**config.mk**
```make
export PLATFORM = sky130hd
export DESIGN_NAME = seq_signed_mult
export DESIGN_NICKNAME = d
export VERILOG_FILES = /design/src/rtl/mult_pkg.sv /design/src/rtl/comp2_stage.sv /design/src/rtl/seq_signed_mult.sv
export SDC_FILE = /design/constraint.sdc
export NUM_CORES = 1
export LEC_CHECK = 0
export ABC_AREA = 1
export BUFFER_PORTS_ARGS = -buffer_cell sky130_fd_sc_hd__buf_2
export CAP_MARGIN = 40
export CORE_AREA = 5 5 94 96
export DETAILED_ROUTE_END_ITERATION = 8
export DIE_AREA = 0 0 99 101
export PLACE_DENSITY = 0.74
export REMOVE_ABC_BUFFERS = 1
export SYNTH_ARGS = -nofsm -noshare
export SYNTH_HDL_FRONTEND = slang
export SYNTH_SLANG_ARGS = --single-unit
```
**constraint.sdc**
```tcl
create_clock -name i_clk -period 1.98 [get_ports i_clk]
set_input_delay 0.099 -clock i_clk [delete_from_list [all_inputs] [get_ports i_clk]]
set_output_delay 0.099 -clock i_clk [all_outputs]
set_load 0.02 [all_outputs]
```
**src/rtl/mult_pkg.sv**
```systemverilog
// Shared definitions for the sequential signed/unsigned multiplier.
//   mult_state_e : FSM state encoding (idle, iterate, sign-fix)
//   DefaultWidth : default operand width
//   cnt_width()  : bits needed to count 0..w inclusive
package mult_pkg;

  localparam int unsigned DefaultWidth = 8;

  typedef enum logic [1:0] {
    StIdle,
    StCalc,
    StFix
  } mult_state_e;

  function automatic int unsigned cnt_width(input int unsigned w);
    return $clog2(w + 1);
  endfunction

endpackage

```
**src/rtl/comp2_stage.sv**
```systemverilog
// Conditional two's-complement of an N-bit value.
//   en_i   : 1 = output -data_i, 0 = pass data_i through
//   data_i : N-bit input value
//   data_o : N-bit result
module comp2_stage #(
  parameter int unsigned N = 8
) (
  input  logic         en_i,
  input  logic [N-1:0] data_i,
  output logic [N-1:0] data_o
);

  assign data_o = en_i ? (~data_i + N'(1)) : data_i;

endmodule

```
**src/rtl/seq_signed_mult.sv**
```systemverilog
// Iterative shift-add multiplier, WIDTH x WIDTH -> 2*WIDTH.
// Operands are reduced to magnitudes at load, multiplied unsigned over WIDTH cycles,
// then sign-corrected in one final cycle.
//   i_clk, i_rst : clock, synchronous active-high reset
//   i_start      : start request, honoured only while o_ready
//   i_a, i_b     : multiplicand / multiplier, captured on accepted start
//   o_ready      : idle, able to accept a start
//   o_done       : one-cycle pulse when o_product/o_sign update
//   o_product    : registered product, held until the next o_done
//   o_sign       : product sign (0 for a zero product or unsigned mode)
module seq_signed_mult
  import mult_pkg::*;
#(
  parameter int unsigned WIDTH  = DefaultWidth,
  parameter bit          SIGNED = 1'b1
) (
  input  logic               i_clk,
  input  logic               i_rst,
  input  logic               i_start,
  input  logic [WIDTH-1:0]   i_a,
  input  logic [WIDTH-1:0]   i_b,
  output logic               o_ready,
  output logic               o_done,
  output logic [2*WIDTH-1:0] o_product,
  output logic               o_sign
);

  localparam int unsigned PW   = 2 * WIDTH;
  localparam int unsigned CntW = cnt_width(WIDTH);

  mult_state_e      state_q, state_d;
  logic [PW-1:0]    mcand_q, mcand_d;
  logic [WIDTH-1:0] mplier_q, mplier_d;
  logic [PW-1:0]    acc_q, acc_d;
  logic [CntW-1:0]  cnt_q, cnt_d;
  logic             sign_a_q, sign_a_d;
  logic             sign_b_q, sign_b_d;
  logic [PW-1:0]    product_q, product_d;
  logic             sign_q, sign_d;
  logic             done_q, done_d;

  logic             neg_a, neg_b, neg_p;
  logic [WIDTH-1:0] mag_a, mag_b;
  logic [PW-1:0]    acc_fixed;

  assign neg_a = SIGNED & i_a[WIDTH-1];
  assign neg_b = SIGNED & i_b[WIDTH-1];
  assign neg_p = sign_a_q ^ sign_b_q;

  // -2^(WIDTH-1) maps onto itself, which read as unsigned is the correct magnitude.
  comp2_stage #(.N(WIDTH)) u_mag_a (
    .en_i   (neg_a),
    .data_i (i_a),
    .data_o (mag_a)
  );

  comp2_stage #(.N(WIDTH)) u_mag_b (
    .en_i   (neg_b),
    .data_i (i_b),
    .data_o (mag_b)
  );

  comp2_stage #(.N(PW)) u_fix (
    .en_i   (neg_p),
    .data_i (acc_q),
    .data_o (acc_fixed)
  );

  always_comb begin
    state_d   = state_q;
    mcand_d   = mcand_q;
    mplier_d  = mplier_q;
    acc_d     = acc_q;
    cnt_d     = cnt_q;
    sign_a_d  = sign_a_q;
    sign_b_d  = sign_b_q;
    product_d = product_q;
    sign_d    = sign_q;
    done_d    = 1'b0;

    unique case (state_q)
      StIdle: begin
        if (i_start) begin
          mcand_d  = {{WIDTH{1'b0}}, mag_a};
          mplier_d = mag_b;
          sign_a_d = neg_a;
          sign_b_d = neg_b;
          acc_d    = '0;
          cnt_d    = '0;
          state_d  = StCalc;
        end
      end
      StCalc: begin
        if (mplier_q[0]) begin
          acc_d = acc_q + mcand_q;
        end
        mcand_d  = mcand_q << 1;
        mplier_d = mplier_q >> 1;
        cnt_d    = cnt_q + CntW'(1);
        if (cnt_q == CntW'(WIDTH - 1)) begin
          state_d = StFix;
        end
      end
      StFix: begin
        product_d = acc_fixed;
        sign_d    = neg_p & (acc_q != '0);
        done_d    = 1'b1;
        state_d   = StIdle;
      end
      default: begin
        state_d = StIdle;
      end
    endcase
  end

  always_ff @(posedge i_clk) begin
    if (i_rst) begin
      state_q   <= StIdle;
      mcand_q   <= '0;
      mplier_q  <= '0;
      acc_q     <= '0;
      cnt_q     <= '0;
      sign_a_q  <= 1'b0;
      sign_b_q  <= 1'b0;
      product_q <= '0;
      sign_q    <= 1'b0;
      done_q    <= 1'b0;
    end else begin
      state_q   <= state_d;
      mcand_q   <= mcand_d;
      mplier_q  <= mplier_d;
      acc_q     <= acc_d;
      cnt_q     <= cnt_d;
      sign_a_q  <= sign_a_d;
      sign_b_q  <= sign_b_d;
      product_q <= product_d;
      sign_q    <= sign_d;
      done_q    <= done_d;
    end
  end

  assign o_ready   = (state_q == StIdle);
  assign o_done    = done_q;
  assign o_product = product_q;
  assign o_sign    = sign_q;

endmodule

```
==> flow_summary_export.csv <==
group,metric,value,unit
status,outcome,"finished, final reports clean",
synth,synth_area_per_cell,6.50,um^2
clocking,h-tree-depth,3,
layout,diodes,0,
global_route,grt_first_pass_wirelength,17300,um
detailed_routing,drtPass1Iterations,5,
clocking,cts_tree,"built",
placement,gp_congestion,0.959,
timing,skew,0.00815,ns
timing,fmax,559,MHz
timing,rsz0062_at_grt,"false",
timing,min_period,1.79,ns
layout,area_growth,12.7,%
setup_path,crit_type,"reg2reg",
synth,synth_top_area_share,32.2,%
power_and_ir_drop,seqPwrFrac,46.2,%
layout,drive_above_1_share,13.4,%
power_and_ir_drop,intPower,2.23,mW
detailed_routing,antenna_left,0,
clocking,cts_buffers,9,
floorplanning,io_pins,38,
synth,netlist_top_cells_area,"dfxtp_1 (32%), nand2_1 (15%), inv_1 (7.9%)",
clocking,clk_pin_slew,0.07,ns
synth,netlist_top_cells_count,"nand2_1 (166), inv_1 (86), dfxtp_1 (66)",
synth,ys.flop_type,"dfxtp_1",
clocking,cts_root_buf,"clkbuf_8",
detailed_routing,wl_per_cell,12.8,um
setup_path,critPathLaunchType,"register",
global_route,grt_usage,20.8,%
power_and_ir_drop,p_clk_share,41.5,%
synth,synthCells,630,
synth,synth.most_common_cell,"nand2_1",
detailed_routing,drt-total-wl,10000,um
clocking,clockBufferDepth,2,
clocking,insertion_delay,0.34,ns
floorplanning,die-area,10000,um^2
power_and_ir_drop,switching_share,25.7,%
layout,nNetsFinal,708,
synth,seq_area_frac_synth,32.2,%
synth,yosysWarningCount,0,
detailed_routing,vias_per_cell,5.30,
synth,syn_area,4100,um^2
clocking,cts_sinks,66,
timing,finalMaxSlewViolations,0,
timing,tightest_slew,0.775,ns
synth,ys_seq_elements,66,
power_and_ir_drop,p_leak,2.31,nW
power_and_ir_drop,power_switching,774,uW
timing,fin_crit_sh,90.4,%
setup_path,critPathMaxFanout,4,
setup_path,crit_buf_inv,2,
setup_path,critPathCaptureType,"register",
flow_run,maxCapViolCount,0,
floorplanning,die_h,101,um
setup_path,crit_slowest_cell,"dfxtp_2",
setup_path,max_stage_delay,0.34,ns
global_route,grt_max_degree,44,
placement,dpl.hpwl,7450,um
floorplanning,die_w,99,um
synth,yosysTopAreaCell,"dfxtp_1",
timing,fin_ws,0.191,ns
floorplanning,initial_core_util,51.4,%
power_and_ir_drop,power.density,652,nW/um^2
global_route,grt-ovfl-total,0,
setup_path,required,2.18,ns
detailed_routing,drtIter0Drc,197,
placement,post-place-ws,0.0857,ns
placement,io_buffers,37,
global_route,antenna_found_initial,0,
timing,fin_tns_setup,0,ns
setup_path,crit_chain,"ha_2, inv_1, fa_2, inv_2, nand3_2, nand3_2, a21oi_1, or2_2, nand3_1, a21oi_1",
setup_path,critical-path-top-delay-family,"simple AND/OR/NAND/NOR gates",
power_and_ir_drop,p_comb_share,12.3,%
power_and_ir_drop,peakVddDrop,0.372,mV
synth,synth_edf_count,0,
detailed_routing,drc,0,
floorplanning,placementRows,33,
floorplanning,coreArea,7970,um^2
timing,finalSetupViolations,0,
setup_path,critPathArrivalTime,1.99,ns
detailed_routing,route.vias.total,4130,
global_route,grt_pass1_vias,3856,
timing,relSlewSlack,48.2,%
timing,hold_viol_final,0,
hold_path,min_path_type,"in2reg",
synth,synthArstFlopShare,0,%
synth,synth.distinct_cells,40,
[stage by stage]
| step | cells | power, mW | cell area [um^2] | utilization (%) | hold WS, ns |
|---|---|---|---|---|---|
| floorplan | 610 | 1.65 | 3990 | - | 0.168 |
| global placement | 759 | 1.77 | 4350 | 54.6 | 0.338 |
| detailed placement | 759 | 1.78 | 4350 | 54.6 | 0.341 |
| CTS | 776 | 3.02 | 4580 | 57.4 | 0.0243 |
| global route | 779 | 3.12 | 4620 | 57.9 | 0.0487 |
| finish | 779 | 3.01 | 4620 | 57.9 | 0.0371 |
[cells in the final DEF, fill, tap and decap left out, types with 2 or more instances in the layout]
master | netlist | routed
nand2_1 | 166 | 166
inv_1 | 86 | 85
dfxtp_1 | 66 | 64
nor2_1 | 54 | 54
nand3_1 | 56 | 54
a21oi_1 | 43 | 43
buf_2 | 8 | 37
o21ai_0 | 24 | 24
ha_1 | 19 | 18
xor2_1 | 11 | 11
clkbuf_8 | 0 | 10
buf_4 | 1 | 10
nand4_1 | 8 | 8
inv_2 | 6 | 7
a31oi_1 | 7 | 7
nor3_1 | 7 | 7
nand2_2 | 6 | 6
o211ai_1 | 6 | 6
o22ai_1 | 6 | 6
a22oi_1 | 5 | 5
or2_2 | 5 | 5
nand3b_1 | 4 | 4
o21ai_1 | 4 | 4
clkbuf_1 | 7 | 4
nor2_2 | 3 | 3
nand3_2 | 1 | 3
o32ai_1 | 3 | 3
or2_1 | 2 | 2
o21a_1 | 2 | 2
dfxtp_2 | 0 | 2
bufinv_16 | 0 | 2
[power by group through the flow]
stage | sequential (mW) | clock (mW) | combinational (mW)
floorplan | 1.41 | 0 | 0.241
global placement | 1.42 | 0 | 0.351
detailed placement | 1.42 | 0 | 0.363
CTS | 1.39 | 1.27 | 0.365
global route | 1.39 | 1.31 | 0.419
finish | 1.39 | 1.25 | 0.371
[cell families (layout without fill, tap and decap cells)]
group	count (synthesis)	in the layout	synth area share [%]
AOI/OAI and AO/OA	105	105	14.7
xor gates and xnor gates	11	11	2.35
adders and majority gates	20	20	6.29
buffers and inverters	113	157	11.3
DFF	66	66	32.2
and+or+nand+nor	315	315	33.1
[tightest hold or removal path, delay by kind of cell]
| kind | cells | cell delay, ns |
|---|---|---|
| simple gates | 1 | 0.06 |
| compound gates | 1 | 0.07 |
| buf+inv | 1 | 0.10 |
[worst paths after layout]
| path | from | endpoint | slack, ns | depth (start not counted) |
|---|---|---|---|---|
| hold reg to reg | cnt_q[3] | cnt_q[3] | 0.47 | 2 |
| hold / removal | i_b[0] | mplier_q[0] | 0.04 | 3 |
| setup reg to reg | acc_q[0] | acc_q[8] | 0.19 | 10 |
| setup / recovery | acc_q[0] | acc_q[8] | 0.19 | 10 |
[routing by layer]
layer | GRT usage (%) | up-vias | part of all wire, %
met5 | 0 | - | 0
met4 | 6.09 | 0 | 1.6
met3 | 4.29 | 14 | 4.9
met2 | 36.9 | 100 | 48
met1 | 25.4 | 1887 | 46
li1 | - | 2129 | -
[timing repair]
item	in CTS	in global routing
gates resized for setup	0	7
setup endpoints to repair	0	2
hold buffers	1	0
endpoints found under the hold margin	1	0
buffers inserted	0	3
[flip-flops by register name (all words and copies together), names as in the netlist]
register	cells
o_done	1
state_q	2
o_sign	1
sign_a_q	1
mplier_q	8
sign_b_q	1
acc_q	16
o_product	16
mcand_q	16
cnt_q	4
[area by class of cell]
cell class              instances  area, um^2
fillers                       761        3350
inverters                      93         352
flip-flops and latches         66        1320
clock buffers                  14         153
multi-input cells             451        2330
clock inverters                 2        60.1
repair buffers                 48         270
well taps                     105         131
Power figures use the tool's default switching activity.
